### config.mk
export PLATFORM = sky130hd
export DESIGN_NAME = ysyx_24100013_ifu_flat
export DESIGN_NICKNAME = d
export VERILOG_FILES = /design/src/rtl/ysyx_24100013_ifu_pkg.sv /design/src/rtl/ysyx_24100013_ifu_if.sv /design/src/rtl/ysyx_24100013_ifu_pc.sv /design/src/rtl/ysyx_24100013_ifu.sv /design/src/flat_wrapper.sv
export SDC_FILE = /design/constraint.sdc
export NUM_CORES = 1
export LEC_CHECK = 0
export CORE_MARGIN = 2
export CORE_UTILIZATION = 44
export DETAILED_ROUTE_END_ITERATION = 6
export PLACE_DENSITY_LB_ADDON = 0.15
export SKIP_CTS_REPAIR_TIMING = 1
export SLEW_MARGIN = 20
export SYNTH_ARGS = -nofsm -noshare
export SYNTH_HDL_FRONTEND = slang
export SYNTH_SLANG_ARGS = --single-unit
### constraint.sdc
create_clock -name clk -period 2.45 [get_ports clk]
set_clock_uncertainty 0.15 [all_clocks]
set_input_delay 0.49 -clock clk [delete_from_list [all_inputs] [get_ports clk]]
set_output_delay 0.49 -clock clk [all_outputs]
set_load 0.05 [all_outputs]
### src/rtl/ysyx_24100013_ifu_pkg.sv
// Shared types and constants for the ysyx_24100013 instruction fetch unit.
// Imported by the IFU top, its PC sub-module and the IFU interface.
package ysyx_24100013_pkg;

    localparam int unsigned INST_W = 32;
    localparam logic [31:0] PC_INC = 32'd4;

    localparam logic [31:0] DEF_RESET_PC   = 32'h8000_0000;
    localparam logic [31:0] DEF_PMEM_BASE  = 32'h8000_0000;
    localparam logic [31:0] DEF_PMEM_LIMIT = 32'h8800_0000;

    typedef enum logic [1:0] {
        S_REQ   = 2'd0,
        S_WAIT  = 2'd1,
        S_HOLD  = 2'd2,
        S_FAULT = 2'd3
    } ifu_state_t;

    function automatic logic pc_misaligned(input logic [1:0] lsb);
        return lsb != 2'b00;
    endfunction

    function automatic logic pc_outside(input logic [31:0] addr,
                                        input logic [31:0] base,
                                        input logic [31:0] limit);
        return (addr < base) || (addr >= limit);
    endfunction

endpackage

### src/rtl/ysyx_24100013_ifu_if.sv
// Bundle of the IFU's redirect, instruction-memory and decode channels.
// master = IFU side, slave = memory/decode/execute side.
interface ysyx_24100013_ifu_if;
    import ysyx_24100013_pkg::*;

    logic              redirect_valid;
    logic [31:0]       redirect_pc;
    logic              imem_req_valid;
    logic              imem_req_ready;
    logic [31:0]       imem_req_addr;
    logic              imem_rsp_valid;
    logic [INST_W-1:0] imem_rsp_data;
    logic              imem_rsp_ready;
    logic              inst_valid;
    logic              inst_ready;
    logic [INST_W-1:0] inst;
    logic [31:0]       inst_pc;
    logic              fault;

    modport master (
        input  redirect_valid, redirect_pc,
        output imem_req_valid, imem_req_addr,
        input  imem_req_ready,
        input  imem_rsp_valid, imem_rsp_data,
        output imem_rsp_ready,
        output inst_valid, inst, inst_pc,
        input  inst_ready,
        output fault
    );

    modport slave (
        output redirect_valid, redirect_pc,
        input  imem_req_valid, imem_req_addr,
        output imem_req_ready,
        output imem_rsp_valid, imem_rsp_data,
        input  imem_rsp_ready,
        input  inst_valid, inst, inst_pc,
        output inst_ready,
        input  fault
    );

endinterface

### src/rtl/ysyx_24100013_ifu_pc.sv
// Architectural PC register with next-PC selection and fetch-fault detection.
// Range checking is compiled in by YSYX_24100013_IFU_RANGE_CHECK_EN.
module ysyx_24100013_ifu_pc
    import ysyx_24100013_pkg::*;
#(
    parameter logic [31:0] RESET_PC   = DEF_RESET_PC,
    parameter logic [31:0] PMEM_BASE  = DEF_PMEM_BASE,
    parameter logic [31:0] PMEM_LIMIT = DEF_PMEM_LIMIT
) (
    input  logic        clk,
    input  logic        rst,
    input  logic        redirect_en,
    input  logic [31:0] redirect_pc,
    input  logic        advance,
    output logic [31:0] pc,
    output logic        load_fault,
    output logic        pc_fault
);

`ifdef YSYX_24100013_IFU_RANGE_CHECK_EN
    localparam logic RANGE_EN = 1'b1;
`else
    localparam logic RANGE_EN = 1'b0;
`endif

    logic [31:0] next_pc;
    logic        load;

    // Redirect has priority over the sequential step.
    always_comb begin
        next_pc = pc;
        load    = 1'b0;
        if (redirect_en) begin
            next_pc = redirect_pc;
            load    = 1'b1;
        end else if (advance) begin
            next_pc = pc + PC_INC;
            load    = 1'b1;
        end
    end

    assign load_fault = (redirect_en && pc_misaligned(redirect_pc[1:0]))
                      || (RANGE_EN && load && pc_outside(next_pc, PMEM_BASE, PMEM_LIMIT));

    // Covers the reset PC, which is never loaded through next_pc.
    assign pc_fault = RANGE_EN && pc_outside(pc, PMEM_BASE, PMEM_LIMIT);

    always_ff @(posedge clk) begin
        if (rst) begin
            pc <= RESET_PC;
        end else begin
            pc <= next_pc;
        end
    end

endmodule

### src/rtl/ysyx_24100013_ifu.sv
// Instruction fetch unit: owns the PC, fetches words from imem, hands them to decode.
// Optional range check: define YSYX_24100013_IFU_RANGE_CHECK_EN.
module ysyx_24100013_ifu
    import ysyx_24100013_pkg::*;
#(
    parameter logic [31:0] RESET_PC   = DEF_RESET_PC,
    parameter logic [31:0] PMEM_BASE  = DEF_PMEM_BASE,
    parameter logic [31:0] PMEM_LIMIT = DEF_PMEM_LIMIT
) (
    input  logic               clk,
    input  logic               rst,
    ysyx_24100013_ifu_if.master bus
);

    ifu_state_t        state;
    logic              kill;
    logic              req_valid;
    logic              rsp_ready;
    logic              inst_valid;
    logic              fault;
    logic [INST_W-1:0] inst;
    logic [31:0]       inst_pc;
    logic [31:0]       pc;

    logic redir;
    logic req_fire;
    logic rsp_fire;
    logic inst_fire;
    logic load_fault;
    logic pc_fault;
    logic go_fault;

    assign redir     = bus.redirect_valid && (state != S_FAULT);
    assign req_fire  = req_valid && bus.imem_req_ready;
    assign rsp_fire  = rsp_ready && bus.imem_rsp_valid;
    assign inst_fire = inst_valid && bus.inst_ready;

    ysyx_24100013_ifu_pc #(
        .RESET_PC   (RESET_PC),
        .PMEM_BASE  (PMEM_BASE),
        .PMEM_LIMIT (PMEM_LIMIT)
    ) u_pc (
        .clk         (clk),
        .rst         (rst),
        .redirect_en (redir),
        .redirect_pc (bus.redirect_pc),
        .advance     (inst_fire),
        .pc          (pc),
        .load_fault  (load_fault),
        .pc_fault    (pc_fault)
    );

    // REQ with req_valid low is the first cycle after reset: the reset PC is vetted there.
    assign go_fault = load_fault
                    || ((state == S_REQ) && !req_valid && !redir && pc_fault);

    always_ff @(posedge clk) begin
        if (rst) begin
            state      <= S_REQ;
            kill       <= 1'b0;
            req_valid  <= 1'b0;
            rsp_ready  <= 1'b0;
            inst_valid <= 1'b0;
            fault      <= 1'b0;
            inst       <= '0;
            inst_pc    <= '0;
        end else if (go_fault) begin
            state      <= S_FAULT;
            fault      <= 1'b1;
            kill       <= 1'b0;
            req_valid  <= 1'b0;
            rsp_ready  <= 1'b0;
            inst_valid <= 1'b0;
        end else begin
            case (state)
                S_REQ: begin
                    if (req_fire) begin
                        state     <= S_WAIT;
                        req_valid <= 1'b0;
                        rsp_ready <= 1'b1;
                        kill      <= redir;
                    end else begin
                        req_valid <= 1'b1;
                    end
                end
                S_WAIT: begin
                    if (rsp_fire) begin
                        rsp_ready <= 1'b0;
                        kill      <= 1'b0;
                        if (kill || redir) begin
                            state     <= S_REQ;
                            req_valid <= 1'b1;
                        end else begin
                            state      <= S_HOLD;
                            inst_valid <= 1'b1;
                            inst       <= bus.imem_rsp_data;
                            inst_pc    <= pc;
                        end
                    end else if (redir) begin
                        kill <= 1'b1;
                    end
                end
                S_HOLD: begin
                    if (redir || inst_fire) begin
                        state      <= S_REQ;
                        inst_valid <= 1'b0;
                        req_valid  <= 1'b1;
                    end
                end
                S_FAULT: begin
                end
                default: begin
                    state <= S_FAULT;
                end
            endcase
        end
    end

    assign bus.imem_req_valid = req_valid;
    assign bus.imem_req_addr  = pc;
    assign bus.imem_rsp_ready = rsp_ready;
    assign bus.inst_valid     = inst_valid;
    assign bus.inst           = inst;
    assign bus.inst_pc        = inst_pc;
    assign bus.fault          = fault;

endmodule

### src/flat_wrapper.sv
// flat-port wrapper written by rule: the top's interface ports become plain ports
module ysyx_24100013_ifu_flat import ysyx_24100013_pkg::*;
#(
    parameter logic [31:0] RESET_PC   = DEF_RESET_PC,
    parameter logic [31:0] PMEM_BASE  = DEF_PMEM_BASE,
    parameter logic [31:0] PMEM_LIMIT = DEF_PMEM_LIMIT
)
  (clk, rst, bus_redirect_valid, bus_redirect_pc, bus_imem_req_valid, bus_imem_req_addr, bus_imem_req_ready, bus_imem_rsp_valid, bus_imem_rsp_data, bus_imem_rsp_ready, bus_inst_valid, bus_inst, bus_inst_pc, bus_inst_ready, bus_fault);
  ysyx_24100013_ifu_if bus_i ();
  input  logic clk;
  input  logic rst;
  input wire logic [$bits(bus_i.redirect_valid)-1:0] bus_redirect_valid;
  input wire logic [$bits(bus_i.redirect_pc)-1:0] bus_redirect_pc;
  output wire logic [$bits(bus_i.imem_req_valid)-1:0] bus_imem_req_valid;
  output wire logic [$bits(bus_i.imem_req_addr)-1:0] bus_imem_req_addr;
  input wire logic [$bits(bus_i.imem_req_ready)-1:0] bus_imem_req_ready;
  input wire logic [$bits(bus_i.imem_rsp_valid)-1:0] bus_imem_rsp_valid;
  input wire logic [$bits(bus_i.imem_rsp_data)-1:0] bus_imem_rsp_data;
  output wire logic [$bits(bus_i.imem_rsp_ready)-1:0] bus_imem_rsp_ready;
  output wire logic [$bits(bus_i.inst_valid)-1:0] bus_inst_valid;
  output wire logic [$bits(bus_i.inst)-1:0] bus_inst;
  output wire logic [$bits(bus_i.inst_pc)-1:0] bus_inst_pc;
  input wire logic [$bits(bus_i.inst_ready)-1:0] bus_inst_ready;
  output wire logic [$bits(bus_i.fault)-1:0] bus_fault;
  assign bus_i.redirect_valid = bus_redirect_valid;
  assign bus_i.redirect_pc = bus_redirect_pc;
  assign bus_imem_req_valid = bus_i.imem_req_valid;
  assign bus_imem_req_addr = bus_i.imem_req_addr;
  assign bus_i.imem_req_ready = bus_imem_req_ready;
  assign bus_i.imem_rsp_valid = bus_imem_rsp_valid;
  assign bus_i.imem_rsp_data = bus_imem_rsp_data;
  assign bus_imem_rsp_ready = bus_i.imem_rsp_ready;
  assign bus_inst_valid = bus_i.inst_valid;
  assign bus_inst = bus_i.inst;
  assign bus_inst_pc = bus_i.inst_pc;
  assign bus_i.inst_ready = bus_inst_ready;
  assign bus_fault = bus_i.fault;
  ysyx_24100013_ifu #(.RESET_PC(RESET_PC), .PMEM_BASE(PMEM_BASE), .PMEM_LIMIT(PMEM_LIMIT)) u_core (.clk(clk), .rst(rst), .bus(bus_i));
endmodule
; After elaboration in Yosys (flattened, before gate mapping)
; Index checks and enable logic that the tools add are counted.
[word_totals]
input_bits = 70
register_bits = 103
output_inout_bits = 100
word_cells = 69
[classes]
add_sub_neg = 1
bitwise_logic = 2
reduce_logical = 21
eq_ne = 12
mux = 24
[op_table]
columns = op, n
row1 = $mux 32, 2
row2 = $add 32x3->32 const B, 1
row3 = $reduce_and 4->1, 4
row4 = $mux 1, 12
row5 = $ne 3x1->1 const B, 4
row6 = $mux 2, 5
row7 = $ne 2x1->1 const B, 4
row8 = $reduce_bool 2->1, 4
row9 = $pmux 1 s2, 3
row10 = $pmux 2 s3, 1
row11 = $reduce_and 3->1, 2
row12 = $logic_and 1x1->1, 5
row13 = $ne 2x2->1 const B, 2
row14 = $reduce_bool 4->1, 1
row15 = $pmux 1 s3, 1
row16 = $reduce_bool 3->1, 1
row17 = $eq 2x1->1 const B, 1
row18 = $eq 2x2->1 const B, 1
row19 = $logic_not 2->1, 1
row20 = $logic_or 1x1->1, 2
row21 = $not 1->1, 2
row22 = $reduce_or 2->1, 1

; Depth between registers and ports, before layout
; Gate-level depths: netlist of run 1.
[depth]
depth_word = 7
mapped_depth = 8
mapped_depth_nobuf = 7

; Modules after synthesis
; From an unflattened synthesis of run 1, not the netlist that was laid out.
[unflattened]
hier_cells = 614
hier_area_um2 = 5047.3
[modules_own_cells]
columns = module, seq_area_each_um2, instances, area_each_um2, cells_each
row1 = ysyx_24100013_ifu, 1421.4, 1, 2980.4, 358
row2 = ysyx_24100013_ifu_pc, 640.6, 1, 2067.0, 256

; Least setup slack after synthesis of run 1
; Ideal clock, no wire load.
[synth_timing]
path_type = register to register
startpoint = reg u_core.u_pc.pc[2]
endpoint = reg u_core.u_pc.pc[22]
setup_slack_ns = 0.233
path_stages_with_launch = 8
n_path_buf = 1
required_ns = 2.226
period_less_slack_ns = 2.217
setup_ns = 0.074
arrival_time_ns = 1.992
cell_sequence = dfxtp_1 ha_1 and3_1 buf_2 nor4b_2 nand4_1 xor2_1 o21ai_0
[synth_via]
elab_chain_cells = 3
[synth_rtl]
columns = element, line_no
row1 = start: declaration, ysyx_24100013_ifu_pc.sv:15  ; output logic [31:0] pc,
row2 = start signal: assignment, ysyx_24100013_ifu_pc.sv:52  ; pc <= next_pc;
row3 = $add 32x3->32, ysyx_24100013_ifu_pc.sv:37  ; next_pc = pc + PC_INC;
row4 = $mux 32, ysyx_24100013_ifu_pc.sv:36  ; end else if (advance) begin
row5 = $mux 32, ysyx_24100013_ifu_pc.sv:33  ; if (redirect_en) begin
; No other way between the ends. The select of a mux whose other input is x is not followed.
; A chain may end at the register's enable or synchronous reset.

; Worst setup path in the final report of run 1
[layout_timing]
startpoint = reg u_core.inst_valid, in the netlist u_core.bus.inst_valid
endpoint = out bus_inst_valid
[layout_lines]
columns = element, line_no
row1 = start: declaration, ysyx_24100013_ifu.sv:19  ; logic inst_valid;
row2 = start signal: assignment, ysyx_24100013_ifu.sv:63  ; inst_valid <= 1'b0;
row3 = start signal: assignment, ysyx_24100013_ifu.sv:73  ; inst_valid <= 1'b0;
row4 = start signal: assignment, ysyx_24100013_ifu.sv:95  ; inst_valid <= 1'b1;
row5 = end: declaration, flat_wrapper.sv:20  ; output wire logic [$bits(bus_i.inst_valid)-1:0] bus_inst_valid;
; No word-level cell between the ends.

==> flow_metrics.env, run 1 <==
export IMPL_run_status="completed"
export IMPL_drtAntennaViolNets=0
export IMPL_initial_core_util_pct=45.02
export IMPL_min_period_over_period_pct=95.31
export IMPL_syn_inst=540
export IMPL_ctsLongestPathBuffers=2
export IMPL_areaGrowthSynthToFinish_pct=46.59
export IMPL_peakVddDrop_uv=561.4
export IMPL_critical_path_startpoint="u_core.bus.inst_valid"
export IMPL_clk_pin_slew_ns=0.09
export IMPL_num_vias=4246
export IMPL_critPathKind="flip-flop to output port"
export IMPL_cts_root_buffer="clkbuf_8"
export IMPL_drc=0
export IMPL_drt_iter0_drc=208
export IMPL_reg2reg_from="u_core.u_pc.pc[8]"
export IMPL_critPathBufInv=1
export IMPL_hp_class="flip-flop to flip-flop"
export IMPL_ys_seq_elements=103
export IMPL_cts_sinks=103
export IMPL_dieArea_mm2=0.01077
export IMPL_final_setup_tns_ns=0
export IMPL_synth_edf_count=0
export IMPL_synth_nets=616
export IMPL_crit_chain="clkdlybuf4s50_1"
export IMPL_stdcell_count=840
export IMPL_ys_types=39
export IMPL_final_nets=778
export IMPL_crit_path_end_kind="output port"
export IMPL_grt_use_total_pct=22.23
export IMPL_tritoncts_num_buffers=9
export IMPL_overflow=0
export IMPL_synth_seq_area_share_pct=47.07
export IMPL_cts_tree="built"
export IMPL_rsz0062_at_grt="no"
export IMPL_worst_pin_slew_ns=0.5548
export IMPL_drive_gt1_share_pct=6.223
export IMPL_portBuffers=169
export IMPL_gp_congestion=0.8400
export IMPL_final_max_slew_viol_count=0
export IMPL_power_density_mw_per_mm2=647.7
export IMPL_antenna_cells=0
export IMPL_clkLatencyLatePin_ns=0.35
export IMPL_setup_viol_count_final=0
export IMPL_dr_pass1_iters=4
export IMPL_hold_start="u_core.bus.inst_pc[0]"
export IMPL_grt_max_degree=52
export IMPL_max_stage_delay_ns=0.87
export IMPL_max_cap_violations=0
export IMPL_dp_slack_ns=0.1006
export IMPL_grt_pass1_wl_mm=19.81
export IMPL_cp_data_required_time_ns=1.81
export IMPL_leakage_nw=2.209
export IMPL_crit_fanout=8
export IMPL_die_h_um=103.8
export IMPL_vias_per_cell=5.055
export IMPL_die_x_um=103.8
export IMPL_wl_per_cell_um=14.23
export IMPL_antenna_found_initial=0
export IMPL_fillers=852
export IMPL_h_tree_depth=3
export IMPL_wirelength_mm=11.95
export IMPL_fmax_mhz=428.2
export IMPL_critical_path_arrival_ns=1.70
export IMPL_hold_violations=0
export IMPL_dpl_cell_count=824
export IMPL_critPathSlowestCell="clkdlybuf4s50_1"
export IMPL_num_rows=36
export IMPL_grt_pass1_vias=4087
export IMPL_path_delay_family="buffers and inverters"
export IMPL_core_mm2=0.009729
export IMPL_syn_area_per_cell_um2=8.112
export IMPL_async_reset_ff_share_pct=0
export IMPL_place_hpwl_mm=8.627
export IMPL_synth_ff_type="dfxtp_1"
export IMPL_io_pins=170
export IMPL_syn_area_mm2=0.004380
export IMPL_period_minus_slack_ns=2.335
export IMPL_yosys_warnings=0
export IMPL_relSlewSlack_pct=62.90
export IMPL_start_kind="flip-flop"
export IMPL_fin_ws_ns=0.1149
## report_power, final
group / switching (mW) / internal, mW
clock network: 0.576 / 0.406
registers: 0.161 / 1.79
logic: 0.732 / 0.494
total: 1.47 / 2.69
## cells in the mapped netlist (3+ instances only)
cell type,number,share of area [%]
a211oi_1,24,4.1
a211oi_2,3,0.86
a21oi_1,67,7.7
a311oi_1,3,0.60
and2_1,4,0.57
and3_1,5,0.71
and4_1,3,0.60
buf_2,15,1.7
clkbuf_1,18,1.5
dfxtp_1,103,47
ha_1,6,1.7
inv_1,8,0.69
nand2_1,149,13
nand3_1,7,0.80
nand4_1,19,2.7
nor2_1,42,3.6
o21ai_0,7,0.80
xnor2_1,6,1.2
xor2_1,23,4.6
## worst paths after layout
kind                            to  slack (ns)  cells after the start
max                 bus_inst_valid        0.11                      1
min          u_core.bus.inst_pc[0]        0.31                      2
min reg2reg  u_core.bus.inst_pc[0]        0.31                      2
max reg2reg     u_core.u_pc.pc[24]        0.47                      5
## cell usage in the layout (no fill, tap or decap), types with 4 or more instances in the layout
| cell | count |
|---|---|
| clkbuf_8 | 10 |
| inv_1 | 8 |
| buf_4 | 14 |
| clkdlybuf4s50_1 | 168 |
| a21oi_1 | 67 |
| ha_1 | 6 |
| xor2_1 | 23 |
| nand4_1 | 19 |
| and2_1 | 4 |
| nor2_1 | 42 |
| xnor2_1 | 6 |
| o21ai_0 | 7 |
| nand3_1 | 6 |
| nand2_1 | 149 |
| dfxtp_1 | 103 |
| and3_1 | 4 |
| a211oi_1 | 24 |
## sequential cells by signal (all words and copies together), names as in the netlist
| signal | flops |
|---|---|
| u_core.bus.fault | 1 |
| u_core.bus.imem_req_valid | 1 |
| u_core.state | 2 |
| u_core.bus.imem_rsp_ready | 1 |
| u_core.bus.inst | 32 |
| u_core.bus.inst_valid | 1 |
| u_core.bus.inst_pc | 32 |
| u_core.kill | 1 |
| u_core.u_pc.pc | 32 |
## through the flow
step / util (%) / power (mW) / hold slack, ns / area (um^2)
floorplan: - / 2.749 / 0.3737 / 4380
CTS: 66.00 / 4.198 / 0.3083 / 6421
global placement: 64.13 / 3.194 / 0.2907 / 6240
finish: 66.00 / 4.159 / 0.3092 / 6421
global route: 66.00 / 4.372 / 0.3271 / 6421
detailed placement: 64.13 / 3.214 / 0.2955 / 6240
## logic make-up (layout without fill, tap and decap cells)
logic type	after synthesis	after routing	share of synthesized area (%)
xor gates and xnor gates	29	29	5.798
and+or+nand+nor	246	246	25.36
buffers and inverters	41	208	3.942
muxes	1	1	0.2285
adders and majority gates	6	6	1.714
AOI/OAI and AO/OA	114	114	15.88
DFF	103	103	47.07
## metal layers
metal,global-route usage [%],vias up,share of wire [%]
li1,-,2163,-
met3,5.349,8,6.4
met1,28.54,1941,45
met5,0,-,0
met4,6.274,0,1.0
met2,37.37,134,48
## tightest hold or removal path, stage by stage (launching register included)
cell,delay (ns)
dfxtp_1,0.32
nand2_1,0.05
a21oi_1,0.05
## final cells by class
cell class              instances  area (um^2)  area share, %
multi-input cells             396         2155          33.55
flip-flops and latches        103         2062          32.11
repair buffers                184         1827          28.45
well taps                     133        166.4          2.592
clock buffers                  11        141.4          2.202
clock inverters                 5        40.04         0.6235
inverters                       8        30.03         0.4677
Power figures use the tool's default switching activity.
==> inputs of run 2 (changes only) <==
- CORE_UTILIZATION: 44 -> 40
- SKIP_LAST_GASP: unset -> 1
- clock period: 2.45 -> 2.11 ns (I/O delays scaled with it)
==> run 2 against run 1 <==
  * Sequential power is 17% higher
  * Largest cell class unchanged
  * Core utilization is 4.6 points lower
  * Register-to-register slack worse by 0.33 ns
  * Highest routed layer unchanged
  * Critical path type unchanged
  * Cell count is 1.7% higher
==> flow_metrics.env, run 2 (same netlist as run 1, synthesis figures left out) <==
export IMPL_final_nets=785
export IMPL_reg2reg_from="u_core.state[1]"
export IMPL_critPathBufInv=1
export IMPL_final_cell_mix="nand2_1 (149), dfxtp_1 (97), clkdlybuf4s50_1 (69)"
export IMPL_dr_pass1_iters=4
export IMPL_netSwitchingPower_mw=1.746
export IMPL_grt_max_degree=52
export IMPL_reg_top3="u_core.bus.inst (32), u_core.bus.inst_pc (32), u_core.u_pc.pc (32)"
export IMPL_portBuffers=169
export IMPL_num_rows=38
export IMPL_max_cap_violations=0
export IMPL_dieArea_mm2=0.01180
export IMPL_swShare_pct=34.06
export IMPL_final_max_slew_viol_count=0
export IMPL_critPathCapture="bus_inst[27]"
export IMPL_die_h_um=108.6
export IMPL_hold_violations=0
export IMPL_num_vias=4356
export IMPL_areaGrowthSynthToFinish_pct=50.53
export IMPL_critPathSlowestCell="clkdlybuf4s50_1"
export IMPL_final_common_cell="nand2_1"
export IMPL_period_minus_slack_ns=2.068
export IMPL_r2r_worst_path_cells=7
export IMPL_critical_path_arrival_ns=1.50
export IMPL_crit_path_end_kind="output port"
export IMPL_hp_class="primary input to flip-flop"
export IMPL_clkLatencyLatePin_ns=0.37
export IMPL_io_pins=170
export IMPL_grt_pass1_vias=4004
export IMPL_antenna_cells=0
export IMPL_cts_root_buffer="clkbuf_8"
export IMPL_initial_core_util_pct=40.77
export IMPL_path_delay_family="buffers and inverters"
export IMPL_gp_congestion=0.8612
export IMPL_overflow=0
export IMPL_rsz0062_at_grt="yes"
export IMPL_wl_per_cell_um=15.05
export IMPL_die_x_um=108.6
export IMPL_drc=0
export IMPL_leakage_nw=3.433
export IMPL_ctsLongestPathBuffers=2
export IMPL_finalPower_mw=5.127
export IMPL_h_tree_depth=3
export IMPL_drt_iter0_drc=243
export IMPL_pwr_share_clk_pct=27.7
export IMPL_cts_sinks=103
export IMPL_worst_pin_slew_ns=0.5310
export IMPL_cp_num_cells=1
export IMPL_pwr_share_seq_pct=44.4
export IMPL_start_kind="flip-flop"
export IMPL_grt_use_total_pct=21.13
export IMPL_critical_path_startpoint="u_core.bus.inst[27]"
export IMPL_fmax_mhz=483.6
export IMPL_relSlewSlack_pct=64.54
export IMPL_place_hpwl_mm=9.014
export IMPL_tritoncts_num_buffers=9
export IMPL_crit_fanout=2
export IMPL_grt_pass1_wl_mm=19.68
export IMPL_r2r_end="u_core.state[0]"
export IMPL_setup_viol_count_final=0
export IMPL_wirelength_mm=12.85
export IMPL_min_period_over_period_pct=98.00
export IMPL_comb_power_share_pct=27.9
export IMPL_critPathKind="flip-flop to output port"
export IMPL_cp_data_required_time_ns=1.54
export IMPL_intPower_mw=3.381
export IMPL_cts_tree="built"
export IMPL_power_density_mw_per_mm2=777.5
export IMPL_antenna_found_initial=0
export IMPL_run_status="completed"
export IMPL_fin_hold_ws_ns=0.2695
export IMPL_max_stage_delay_ns=0.80
export IMPL_peakVddDrop_uv=412.5
export IMPL_drtAntennaViolNets=0
export IMPL_crit_chain="clkdlybuf4s50_1"
export IMPL_clk_pin_slew_ns=0.10
export IMPL_vias_per_cell=5.101
export IMPL_r2r_setup_slack_ns=0.14
export IMPL_core_mm2=0.01075
export IMPL_drive_gt1_share_pct=13.87
run 2: power groups by stage:
| stage | combinational [mW] | sequential, mW | clock [mW] |
|---|---|---|---|
| 3_5_place_dp | 1.41 | 2.32 | 0 |
| 6_report | 1.43 | 2.28 | 1.42 |
| 2_1_floorplan | 0.523 | 2.67 | 0 |
| 4_1_cts | 1.42 | 2.28 | 1.45 |
| 3_3_place_gp | 1.39 | 2.31 | 0 |
| 5_1_grt | 1.53 | 2.30 | 1.54 |
run 2: area by class of cell:
class / instances / area (um^2)
timing repair buffer: 191 / 1922
fill: 1003 / 4151
multi-input combinational: 396 / 2166
sequential: 103 / 2069
tap: 140 / 175.2
clock buffer: 12 / 155.1
clock inverter: 4 / 76.32
inverter: 8 / 30.03
run 2: worst min-delay path by stage:
| stage | from | to | slack (ns) | cells after the start |
|---|---|---|---|---|
| floorplan | u_core.state[1] | u_core.state[1] | 0.37 | 2 |
| global placement | u_core.bus.inst_pc[26] | u_core.bus.inst_pc[26] | 0.29 | 2 |
| detailed placement | u_core.bus.inst_pc[27] | u_core.bus.inst_pc[27] | 0.30 | 2 |
| CTS | rst | u_core.bus.inst_pc[10] | 0.25 | 2 |
| global route | rst | u_core.bus.inst_pc[9] | 0.26 | 2 |
| finish | rst | u_core.bus.inst_pc[10] | 0.27 | 2 |
run 2: per-layer routing:
layer  wire [um]  GRT usage, %  up-vias
li1            -             -     2172
met1        5701         28.04     1998
met2        5875         33.53      164
met3         976         4.184       22
met4         299         8.974        0
met5           0             0        -
run 2: metrics by stage:
stage | utilization (%) | instances | instance area, um^2 | setup TNS (ns) | setup slack [ns]
final | 61.36 | 854 | 6594 | 0 | 0.04225
after global routing | 61.36 | 854 | 6594 | -0.01382 | -0.01089
after CTS | 59.91 | 854 | 6437 | -0.2924 | -0.03259
after detailed placement | 57.76 | 838 | 6206 | -6.253 | -0.1195
after global placement | 57.76 | 838 | 6206 | -3.656 | -0.07096
after floorplan | - | 540 | 4388 | 0 | 0.009324
==> inputs of run 3 (changes only) <==
- SKIP_CTS_REPAIR_TIMING: 1 -> unset
==> run 3 against run 2 <==
  * Cell count did not move
  * Highest routed layer unchanged
  * First-iteration DRC count is 2.9% higher
  * Global-route usage rose by 0.051 points
  * Register-to-register slack is essentially flat
  * Largest cell class unchanged
  * Sequential cell count stayed put
  * Maximum frequency barely moved
==> flow_metrics.env, run 3 (same netlist as run 1, synthesis figures left out) <==
export IMPL_die_x_um=108.6
export IMPL_gp_congestion=0.8612
export IMPL_wl_per_cell_um=14.95
export IMPL_holdPathEnd="u_core.bus.inst_pc[10]"
export IMPL_dpl_cell_count=838
export IMPL_grt_pass1_wl_mm=19.71
export IMPL_antenna_cells=0
export IMPL_run_status="completed"
export IMPL_ctsLongestPathBuffers=2
export IMPL_overflow=0
export IMPL_min_period_over_period_pct=98.07
export IMPL_fin_area_mm2=0.006515
export IMPL_cts_root_buffer="clkbuf_8"
export IMPL_io_pins=170
export IMPL_clk_pin_slew_ns=0.10
export IMPL_dr_pass1_iters=5
export IMPL_final_cell_mix="nand2_1 (149), dfxtp_1 (97), clkdlybuf4s50_1 (69)"
export IMPL_pwr_share_clk_pct=27.7
export IMPL_critPathBufInv=1
export IMPL_cts_tree="built"
export IMPL_dpl_cell_area_mm2=0.006206
export IMPL_comb_power_share_pct=27.9
export IMPL_portBuffers=169
export IMPL_r2r_end="u_core.state[0]"
export IMPL_crit_path_end_kind="output port"
export IMPL_netSwitchingPower_mw=1.745
export IMPL_antenna_found_initial=0
export IMPL_tritoncts_num_buffers=9
export IMPL_reg_top3="u_core.bus.inst (32), u_core.bus.inst_pc (32), u_core.u_pc.pc (32)"
export IMPL_intPower_mw=3.379
export IMPL_final_common_cell="nand2_1"
export IMPL_hold_start="rst"
export IMPL_die_h_um=108.6
export IMPL_num_rows=38
export IMPL_final_max_slew_viol_count=0
export IMPL_grt_use_total_pct=21.18
export IMPL_rsz0062_at_grt="yes"
export IMPL_critPathSlowestCell="clkdlybuf4s50_1"
export IMPL_start_kind="flip-flop"
export IMPL_crit_fanout=2
export IMPL_r2r_worst_path_cells=7
export IMPL_fin_hold_ws_ns=0.2692
export IMPL_areaGrowthSynthToFinish_pct=48.73
export IMPL_path_delay_family="buffers and inverters"
export IMPL_crit_chain="clkdlybuf4s50_1"
export IMPL_swShare_pct=34.06
export IMPL_initial_core_util_pct=40.77
export IMPL_cts_sinks=103
export IMPL_dp_slack_ns=-0.1195
export IMPL_max_stage_delay_ns=0.80
export IMPL_cp_num_cells=1
export IMPL_drtAntennaViolNets=0
export IMPL_period_minus_slack_ns=2.069
export IMPL_r2r_setup_slack_ns=0.14
export IMPL_stdcell_count=854
export IMPL_drt_iter0_drc=250
export IMPL_cp_data_required_time_ns=1.54
export IMPL_hold_violations=0
export IMPL_h_tree_depth=3
export IMPL_hp_class="primary input to flip-flop"
export IMPL_grt_pass1_vias=3999
export IMPL_final_setup_tns_ns=0
export IMPL_whs_path_depth=2
export IMPL_leakage_nw=3.141
export IMPL_reg2reg_from="u_core.state[1]"
export IMPL_dieArea_mm2=0.01180
export IMPL_finalPower_mw=5.124
export IMPL_post_cts_buffers=0
export IMPL_peakVddDrop_uv=407.7
export IMPL_place_hpwl_mm=9.014
export IMPL_drc=0
export IMPL_critPathKind="flip-flop to output port"
export IMPL_relSlewSlack_pct=65.29
export IMPL_fmax_mhz=483.3
export IMPL_vias_per_cell=5.077
export IMPL_critical_path_arrival_ns=1.50
export IMPL_grt_max_degree=52
export IMPL_pwr_share_seq_pct=44.4
export IMPL_fin_ws_ns=0.04073
export IMPL_worst_pin_slew_ns=0.5198
export IMPL_max_cap_violations=0
export IMPL_power_density_mw_per_mm2=786.5
export IMPL_post_route_util_pct=60.63
export IMPL_core_mm2=0.01075
export IMPL_num_vias=4336
export IMPL_clkLatencyLatePin_ns=0.37
export IMPL_final_nets=785
export IMPL_wirelength_mm=12.76
export IMPL_setup_viol_count_final=0
export IMPL_drive_gt1_share_pct=13.87
-- run 3: worst max-delay path by stage --
stage	startpoint	endpoint
floorplan	u_core.u_pc.pc[18]	u_core.u_pc.pc[27]
global placement	bus_redirect_valid	u_core.bus.inst_pc[21]
detailed placement	bus_redirect_valid	u_core.bus.inst[3]
CTS	u_core.bus.inst_pc[9]	bus_inst_pc[9]
global route	u_core.state[1]	u_core.state[0]
finish	u_core.bus.inst[27]	bus_inst[27]
-- run 3: power by group through the flow --
| stage | registers [mW] | logic [mW] | clock network (mW) |
|---|---|---|---|
| floorplan | 2.67 | 0.523 | 0 |
| global placement | 2.31 | 1.39 | 0 |
| detailed placement | 2.32 | 1.41 | 0 |
| CTS | 2.28 | 1.42 | 1.45 |
| global route | 2.30 | 1.53 | 1.54 |
| finish | 2.28 | 1.43 | 1.42 |
-- run 3: area by class of cell --
class | count | area, um^2
Clock buffer | 12 | 155.1
Clock inverter | 4 | 76.32
Fill cell | 1019 | 4230
Inverter | 8 | 30.03
Multi-Input combinational cell | 396 | 2166
Sequential cell | 103 | 2069
Tap cell | 140 | 175.2
Timing Repair Buffer | 191 | 1843
-- run 3: routing by layer --
layer  track usage [%]  up-vias  wire length [um]
li1                  -     2172                 -
met1             28.12     1986              5708
met2             33.62      156              5840
met3             4.184       22               915
met4             8.974        0               299
met5                 0        -                 0
-- run 3: timing repair --
item	in CTS	in global routing
gates cloned	0	0
hold buffers	0	0
resized for setup	21	39
setup endpoints to repair	21	41
endpoints found under the hold margin	0	0
